==> config.mk <==
export PLATFORM = sky130hd
export DESIGN_NAME = cgra_col_mem_port
export DESIGN_NICKNAME = d
export VERILOG_FILES = /design/src/rtl/cgra_pkg.sv /design/src/rtl/cgra_outst_fifo.sv /design/src/rtl/cgra_col_mem_port.sv
export SDC_FILE = /design/constraint.sdc
export NUM_CORES = 1
export LEC_CHECK = 0
export ABC_AREA = 0
export BUFFER_PORTS_ARGS = -buffer_cell sky130_fd_sc_hd__buf_2
export CAP_MARGIN = 20
export CORE_AREA = 2 2 108 110
export CTS_CLUSTER_SIZE = 25
export DETAILED_ROUTE_END_ITERATION = 16
export DIE_AREA = 0 0 110 112
export MAX_ROUTING_LAYER = met4
export PLACE_DENSITY = 0.75
export SYNTH_ARGS = -nofsm -noshare
export SYNTH_HDL_FRONTEND = slang
export SYNTH_HIERARCHICAL = 1
export SYNTH_SLANG_ARGS = --single-unit
==> constraint.sdc <==
create_clock -name clk_i -period 3.5 [get_ports clk_i]
set_input_delay 0.175 -clock clk_i [delete_from_list [all_inputs] [get_ports clk_i]]
set_output_delay 0.175 -clock clk_i [all_outputs]
set_load 0.005 [all_outputs]
==> src/rtl/cgra_pkg.sv <==
// Shared types and constants for the CGRA column memory path.
package cgra_pkg;

    localparam int unsigned CGRA_MEM_ADDR_WIDTH = 32;
    localparam int unsigned CGRA_DP_WIDTH       = 32;

    typedef struct packed {
        logic                     wen;
        logic                     ind;
        logic [CGRA_DP_WIDTH-1:0] add;
        logic [CGRA_DP_WIDTH-1:0] wdata;
    } cgra_mem_req_t;

endpackage

==> src/rtl/cgra_outst_fifo.sv <==
// In-order tracker of outstanding bus transactions; each entry holds one is_read tag.
module cgra_outst_fifo import cgra_pkg::*; #(
    parameter int unsigned Depth = 2,
    parameter int unsigned CntW  = $clog2(Depth + 1)
) (
    input  logic            clk_i,
    input  logic            rst_i,
    input  logic            push_i,
    input  logic            push_tag_i,
    input  logic            pop_i,
    input  logic            flush_tag_i,
    output logic            head_tag_o,
    output logic            empty_o,
    output logic            full_o,
    output logic [CntW-1:0] count_o
);

    logic [Depth-1:0] tag_q, tag_d;
    logic [CntW-1:0]  cnt_q, cnt_d;

    // Entry 0 is always the head; a pop shifts the queue down by one.
    always_comb begin
        tag_d = tag_q;
        cnt_d = cnt_q;
        if (pop_i && (cnt_q != '0)) begin
            tag_d = tag_q >> 1;
            cnt_d = cnt_q - 1'b1;
        end
        if (push_i && (cnt_d < CntW'(Depth))) begin
            for (int i = 0; i < Depth; i++) begin
                if (CntW'(i) == cnt_d) begin
                    tag_d[i] = push_tag_i;
                end
            end
            cnt_d = cnt_d + 1'b1;
        end
        if (flush_tag_i) begin
            tag_d = '0;
        end
    end

    always_ff @(posedge clk_i or posedge rst_i) begin
        if (rst_i) begin
            tag_q <= '0;
            cnt_q <= '0;
        end else begin
            tag_q <= tag_d;
            cnt_q <= cnt_d;
        end
    end

    assign head_tag_o = tag_q[0];
    assign empty_o    = (cnt_q == '0);
    assign full_o     = (cnt_q == CntW'(Depth));
    assign count_o    = cnt_q;

endmodule

==> src/rtl/cgra_col_mem_port.sv <==
// Bridges one CGRA column memory interface to an OBI master port, with a local
// auto-increment address pointer and in-order response tracking.
module cgra_col_mem_port import cgra_pkg::*; #(
    parameter int unsigned DP_WIDTH   = CGRA_DP_WIDTH,
    parameter int unsigned ADDR_WIDTH = CGRA_MEM_ADDR_WIDTH,
    parameter int unsigned MAX_OUTST  = 2
) (
    input  logic                  clk_i,
    input  logic                  rst_i,
    input  logic                  col_rst_i,
    input  logic                  ptr_load_i,
    input  logic [ADDR_WIDTH-1:0] ptr_val_i,
    input  logic [ADDR_WIDTH-1:0] stride_i,
    input  logic                  cgra_req_i,
    input  logic                  cgra_wen_i,
    input  logic                  cgra_ind_i,
    input  logic [DP_WIDTH-1:0]   cgra_add_i,
    input  logic [DP_WIDTH-1:0]   cgra_wdata_i,
    output logic                  cgra_gnt_o,
    output logic                  cgra_rvalid_o,
    output logic [DP_WIDTH-1:0]   cgra_rdata_o,
    output logic                  bus_req_o,
    input  logic                  bus_gnt_i,
    output logic [ADDR_WIDTH-1:0] bus_addr_o,
    output logic                  bus_we_o,
    output logic [DP_WIDTH/8-1:0] bus_be_o,
    output logic [DP_WIDTH-1:0]   bus_wdata_o,
    input  logic                  bus_rvalid_i,
    input  logic [DP_WIDTH-1:0]   bus_rdata_i,
    output logic                  busy_o,
    output logic                  err_o
);

    localparam int unsigned OffW = $clog2(DP_WIDTH / 8);
    localparam int unsigned CntW = $clog2(MAX_OUTST + 1);

    cgra_mem_req_t         col_req;
    logic [ADDR_WIDTH-1:0] ptr_q, ptr_d;
    logic                  err_q, err_d;
    logic [ADDR_WIDTH-1:0] raw_addr;
    logic                  misalign;
    logic                  head_is_read, fifo_empty, fifo_full, pop;
    logic [CntW-1:0]       outst_cnt;

    assign col_req = '{wen: cgra_wen_i, ind: cgra_ind_i, add: cgra_add_i, wdata: cgra_wdata_i};

    assign raw_addr = col_req.ind ? col_req.add[ADDR_WIDTH-1:0] : ptr_q;
    assign misalign = |raw_addr[OffW-1:0];

    assign bus_req_o   = cgra_req_i & ~fifo_full & ~col_rst_i;
    assign bus_addr_o  = {raw_addr[ADDR_WIDTH-1:OffW], {OffW{1'b0}}};
    assign bus_we_o    = ~col_req.wen;
    assign bus_be_o    = '1;
    assign bus_wdata_o = col_req.wdata;
    assign cgra_gnt_o  = bus_req_o & bus_gnt_i;

    // Responses drain even during a column restart, but are never forwarded then.
    assign pop           = bus_rvalid_i & ~fifo_empty;
    assign cgra_rvalid_o = pop & head_is_read & ~col_rst_i;
    assign cgra_rdata_o  = cgra_rvalid_o ? bus_rdata_i : '0;

    assign busy_o = (outst_cnt != '0);
    assign err_o  = err_q;

    cgra_outst_fifo #(
        .Depth (MAX_OUTST),
        .CntW  (CntW)
    ) u_outst_fifo (
        .clk_i       (clk_i),
        .rst_i       (rst_i),
        .push_i      (cgra_gnt_o),
        .push_tag_i  (col_req.wen),
        .pop_i       (pop),
        .flush_tag_i (col_rst_i),
        .head_tag_o  (head_is_read),
        .empty_o     (fifo_empty),
        .full_o      (fifo_full),
        .count_o     (outst_cnt)
    );

    always_comb begin
        ptr_d = ptr_q;
        err_d = err_q;
        if (col_rst_i) begin
            ptr_d = '0;
            err_d = 1'b0;
        end else begin
            if (ptr_load_i) begin
                ptr_d = ptr_val_i;
            end else if (cgra_gnt_o && !col_req.ind) begin
                ptr_d = ptr_q + stride_i;
            end
            if ((bus_req_o && misalign) || (bus_rvalid_i && fifo_empty)) begin
                err_d = 1'b1;
            end
        end
    end

    always_ff @(posedge clk_i or posedge rst_i) begin
        if (rst_i) begin
            ptr_q <= '0;
            err_q <= 1'b0;
        end else begin
            ptr_q <= ptr_d;
            err_q <= err_d;
        end
    end

endmodule
==> impl_metrics.ini, run 1 <==
[finish]
syn2layout_area_growth_pct = 21.9
final_cell_area_um2 = 5640
multiInputGateArea_um2 = 3200
drive_above_1_share = 0.375
finalNetCount = 931
nFillCells = 1120
seq_area_um2 = 926

[timing]
finalHoldViolCount = 0
rsz0062_at_grt = false
worstMarginPinSlew_ns = 0.732
finalSetupViolCount = 0
skew_ns = 0.00621
fmax_mhz = 359
finalCritPeriodShare = 0.797
timing.final.ws_setup_ns = 0.711
slew_viol_final = 0
period_minus_slack_ns = 2.79
setup_tns_ns = 0
holdWs_ns = 0.123
slew_headroom = 0.512

[yosys]
syn_avg_cell_area_um2 = 8.08
synth_commonest_cells = a21oi_1 (59), nand2_1 (50), nor2_1 (40)
synthArstFlopShare = 1.00
syn_inst = 573
yosys.area.top_type_share = 0.200
yosys-top-cells-area = dfrtp_1 (20%), ha_1 (9.2%), mux2_2 (7.3%)
yosysTopAreaCell = dfrtp_1
synth-edff-count = 0
yosys_warnings = 6
seq_area_frac_synth = 0.200
yosysMostFrequentCell = a21oi_1
synthDistinctLibCells = 76
ys.flop_type = dfrtp_1
netlist_area_um2 = 4630
ys_ff_latch = 37

[routing]
drt_iter0_drc = 263
vias = 4743
routedWlPerCell_um = 16.4
drc = 0
drtPass1Iterations = 5
totalWireLength_um = 14300
vias_per_cell = 5.44
ant_nets = 0

[clocking]
clock-sinks = 37
ctsResizeCount = 0
cts_tree = built
cts.htree.levels = 2
cts_buffer_depth = 2
cts_made_buffers = 5
clk_latency_ns = 0.29
cts_root_buf = clkbuf_16
clk_pin_slew_worst_paths_ns = 0.06

[die]
ios = 275
dieArea_um2 = 12300
initial_core_util = 0.414
die_w_um = 110
core_um2 = 11200
rows = 39
fp.dieH_um = 112

[setup_path]
worst-path-max-fanout = 6
end_kind = register
required_ns = 3.65
cp_top_family = compound AO/OA/AOI/OAI gates
critPathSlowestCell = fa_1
cp-start-kind = register
slowest_delay_ns = 0.42
path_class = reg -> reg
cp.arrival_ns = 2.93
cp_num_buf_inv = 0
cp_cell_sequence = ha_1 > fa_1 > a211o_1 > a211oi_2 > o21a_1 > o31ai_1 > xor2_1 > a221oi_1 > a21oi_1

[power]
power_density_nw_per_um2 = 331
ir_drop_v = 0.000247
leakage_nw = 2.90

[global_routing]
grt_max_degree = 63
overflow = 0
antenna_found_initial = 1
grt_use_total = 0.239
grt_pass1_wl_um = 22200
grt_pass1_vias = 4456

[placed_design]
postPlaceCellArea_um2 = 5450
dp_hpwl_um = 11400
pre_cts_slack_ns = 0.723
globalplace.congestion = 0.918
numPortBuffers = 204

[min_path]
hold_path.class = in -> reg

[run_status]
status = finished, final reports clean

[flow_run]
maxCapViolations = 0
## flip-flops by register name (all words and copies together), names as in the netlist
register and flops:
u_outst_fifo/tag_q 2, err_o 1, ptr_q 32, u_outst_fifo/count_o 2
## cell type report
class | instances | area share
clock buffers | 6 | 0.0246
multi-input cells | 451 | 0.567
diodes | 1 | 0.000443
repair buffers | 213 | 0.193
inverters | 19 | 0.0126
flip-flops and latches | 37 | 0.164
well taps | 143 | 0.0317
clock inverters | 2 | 0.00665
## path summary, 6_finish.rpt
kind                                  startpoint                    end  slack [ns]  cells after the start
max                                     ptr_q[0]              ptr_q[18]        0.71                      9
min                                 ptr_val_i[5]               ptr_q[5]        0.12                      3
max reg2reg                             ptr_q[0]              ptr_q[18]        0.71                      9
min reg2reg                u_outst_fifo/tag_q[1]  u_outst_fifo/tag_q[1]        0.55                      2
max in group asynchronous                  rst_i              ptr_q[20]        2.59                      4
min in group asynchronous                  rst_i  u_outst_fifo/tag_q[1]        0.33                      3
## timing repair
item | CTS | global route
hold buffers | 1 | 0
buffers inserted | 0 | 0
endpoints found under the hold margin | 4 | 0
## cells by family after synthesis
| family | synth area share |
|---|---|
| adders and majority gates | 0.0962 |
| buffers and inverters | 0.112 |
| DFF | 0.200 |
| and+or+nand+nor | 0.194 |
| other | 0.00162 |
| AOI/OAI and AO/OA | 0.263 |
| muxes | 0.0852 |
| xor gates and xnor gates | 0.0473 |
## metal layers
| layer | part of all wire | routed length (um) | track usage |
|---|---|---|---|
| met5 | 0 | 0 | - |
| met3 | 0.075 | 1070 | 0.0281 |
| met4 | 0.019 | 278 | 0.0700 |
| met1 | 0.39 | 5610 | 0.279 |
| met2 | 0.51 | 7370 | 0.422 |
## report_power, final
part	switching [mW]	internal (mW)	total, mW
Clock	0.198	0.356	0.554
Combinational	0.425	0.379	0.804
Sequential	0.0395	0.470	0.510
Total	0.662	1.21	1.87
## metrics by stage
step                      power [mW]  std cells   util
final                           1.87        872  0.505
after global routing            1.99        872  0.505
after CTS                       1.87        871  0.505
after detailed placement        1.32        862  0.488
after global placement          1.31        862  0.488
after floorplan                 1.12        577      -
## worst reg2reg max path, delay by kind of cell (launching register included)
kind	cells	cell delay, ns
compound gates	6	1.44
xor+xnor	1	0.16
fa+ha+maj	2	0.64
flops	1	0.40
## cell usage in the layout (no fill, tap or decap), drive strengths merged, types with 18 or more instances in the layout
master  count
buf       212
a21oi      59
nand2      51
nor2       40
dfrtp      37
and2       37
ha         34
mux2       32
o21ai      21
inv        19
xnor2      18
Note: power is estimated with default switching activity, not from simulation.
==> inputs of run 2 (changes only) <==
ABC_AREA = 1   (was 0)
CORE_AREA = unset   (was 2 2 108 110)
CORE_MARGIN = 2   (was unset)
CORE_UTILIZATION = 42   (was unset)
DIE_AREA = unset   (was 0 0 110 112)
PLACE_DENSITY = 0.76   (was 0.75)
clock period = 2.43 ns   (was 3.5 ns; I/O delays follow)
==> run 2 against run 1 <==
Compared with the run above:
- final area rose by 12%
- power up 63%
- global-route usage up 0.43 points
- combinational power increased by 74%
- cell count rose by 47%
- synthesized area rose by 13%
- routed wire length rose by 13%
- register-to-register slack worse by 0.38 ns
- via count grew 24%
- clock-buffer cell count is 1 lower
- critical endpoint is now ptr_q[20]
- critical path type unchanged
- hold slack worse by 0.050 ns
- sequential power up 49%
==> impl_metrics.ini, run 2 <==
[run_status]
status = finished, final reports clean

[setup_path]
cp_cell_sequence = ha_1 > fa_2 > nand3_1 > nand3_1 > nand3_1 > nand3_1 > nand2_1 > nand2_1 > nand2_1 > nand3_1 > nand2_1 > o21ai_0
critPathSlowestCell = fa_2
path_class = reg -> reg
crit_top_cell = nand3_1
required_ns = 2.60
cp.arrival_ns = 2.27
end_kind = register
worst-path-max-fanout = 5
slowest_delay_ns = 0.40
cp-start-kind = register

[global_routing]
grt_pass1_wl_um = 25000
grt_pass1_vias = 5269
overflow = 0
grt_use_total = 0.243
antenna_found_initial = 0
grt_max_degree = 41

[yosys]
yosysTopAreaCell = nand2_1
synthMuxAreaShare = 0
yosys_warnings = 6
synthAdderAreaFrac = 0.0853
netlist_area_um2 = 5220
syn_avg_cell_area_um2 = 5.48
seq_area_frac_synth = 0.177
synth_commonest_cells = nand2_1 (357), inv_1 (175), nor2_1 (123)
syn_inst = 952
synthDistinctLibCells = 38
yosysMostFrequentCell = nand2_1
synth-compound-area-share = 0.0911
yosys.area_share.simple = 0.418
synth_top_family_by_area = simple AND/OR/NAND/NOR gates
ys_ff_latch = 37
yosys-top-cells-area = nand2_1 (26%), dfrtp_1 (18%), inv_1 (13%)
ys.flop_type = dfrtp_1
synth-edff-count = 0
synth-xor-area-share = 0.0235
yosys.area.top_type_share = 0.257
synthArstFlopShare = 1.00

[placed_design]
dp_hpwl_um = 13300
numPortBuffers = 204
place_inst = 1277
globalplace.congestion = 0.971
pre_cts_slack_ns = 0.235

[clocking]
cts.htree.levels = 2
cts_tree = built
cts_buffer_depth = 2
clock-sinks = 37
clk_pin_slew_worst_paths_ns = 0.06
clk_latency_ns = 0.29
cts_made_buffers = 5
cts_root_buf = clkbuf_16

[finish]
final_common_cell = nand2_1
nFillCells = 1321
final_cell_mix = nand2_1 (357), buf_2 (204), inv_1 (175)
post-route-util = 0.526
finalNetCount = 1321
largest-register = ptr_q
antennaDiodeCount = 0
drive_above_1_share = 0.223
final_cell_count_no_fill = 1286
multiInputGateArea_um2 = 3250
seq_area_um2 = 926
largest_reg_flops = 32
syn2layout_area_growth_pct = 21.5

[routing]
drt_iter0_drc = 375
vias = 5871
vias_per_cell = 4.57
routedWlPerCell_um = 12.6
ant_nets = 0
drc = 0
drtPass1Iterations = 5
totalWireLength_um = 16300

[die]
die_w_um = 115
initial_core_util = 0.433
fp.dieH_um = 115
rows = 40
core_um2 = 12100
ios = 275
dieArea_um2 = 13300

[timing]
slew_headroom = 0.524
rsz0062_at_grt = false
period_minus_slack_ns = 2.10
slew_viol_final = 0
setup_tns_ns = 0
finalHoldViolCount = 0
fmax_mhz = 477
skew_ns = 0.00419
finalCritPeriodShare = 0.862
finalSetupViolCount = 0
holdWs_ns = 0.0728
timing.final.ws_setup_ns = 0.335
worstMarginPinSlew_ns = 0.713

[power]
power_density_nw_per_um2 = 479
ir_drop_v = 0.000253
leakage_nw = 4.22

[flow_run]
maxCapViolations = 0

[min_path]
hold_path.class = in -> reg
[run 2: cell type report]
class | instances | share of cell area
tap | 168 | 0.0331
clock inverter | 3 | 0.0108
multi-input combinational | 681 | 0.512
timing repair buffer | 212 | 0.171
clock buffer | 5 | 0.0197
inverter | 180 | 0.107
sequential | 37 | 0.146
[run 2: what timing repair did]
action | CTS | global route
setup buffers | 0 | 0
endpoints found under the setup margin | 0 | 1
gates resized for setup | 0 | 1
endpoints found under the hold margin | 37 | 0
hold buffers | 1 | 0
[run 2: routing by layer]
layer	GRT usage	wire [um]
met5	-	0
met4	0.0490	175
met3	0.0324	839
met2	0.394	7540
met1	0.327	7700
[run 2: stage by stage]
step | power [mW] | instance area (um2)
after global placement | 2.14 | 6140
after CTS | 3.06 | 6340
after detailed placement | 2.15 | 6140
after global routing | 3.29 | 6340
after floorplan | 1.77 | 5240
final | 3.04 | 6340
[run 2: cells by family (layout without fill, tap and decap cells)]
| family | Yosys count | after routing |
|---|---|---|
| adder cells (fa/ha/maj) | 35 | 35 |
| buffers and inverters | 238 | 400 |
| other | 2 | 6 |
| XOR/XNOR | 14 | 14 |
| AO/OA/AOI/OAI | 80 | 80 |
| AND/OR/NAND/NOR | 546 | 546 |
| flip-flops | 37 | 37 |
[run 2: final timing paths]
check,slack [ns],cells after the start,startpoint,endpoint
setup reg to reg,0.33,12,ptr_q[0],ptr_q[20]
setup / recovery,0.33,12,ptr_q[0],ptr_q[20]
max in group asynchronous,1.59,4,rst_i,ptr_q[22]
hold / removal,0.07,3,ptr_val_i[3],ptr_q[3]
hold reg to reg,0.52,2,ptr_q[17],ptr_q[17]
min in group asynchronous,0.29,3,rst_i,u_outst_fifo/count_o[1]
[run 2: worst max-delay path: cells and delay by family (launching register included)]
kind                     cells  cell delay, ns
flip-flops                   1            0.39
AND/OR/NAND/NOR              9            0.89
AO/OA/AOI/OAI                1            0.07
adder cells (fa/ha/maj)      2            0.64
[run 2: where the power goes]
group          total, mW  leakage, nW  switching (mW)  internal [mW]
logic               1.40         3.64           0.864          0.533
clock network      0.885       0.0944           0.293          0.593
registers          0.759        0.486          0.0660          0.693
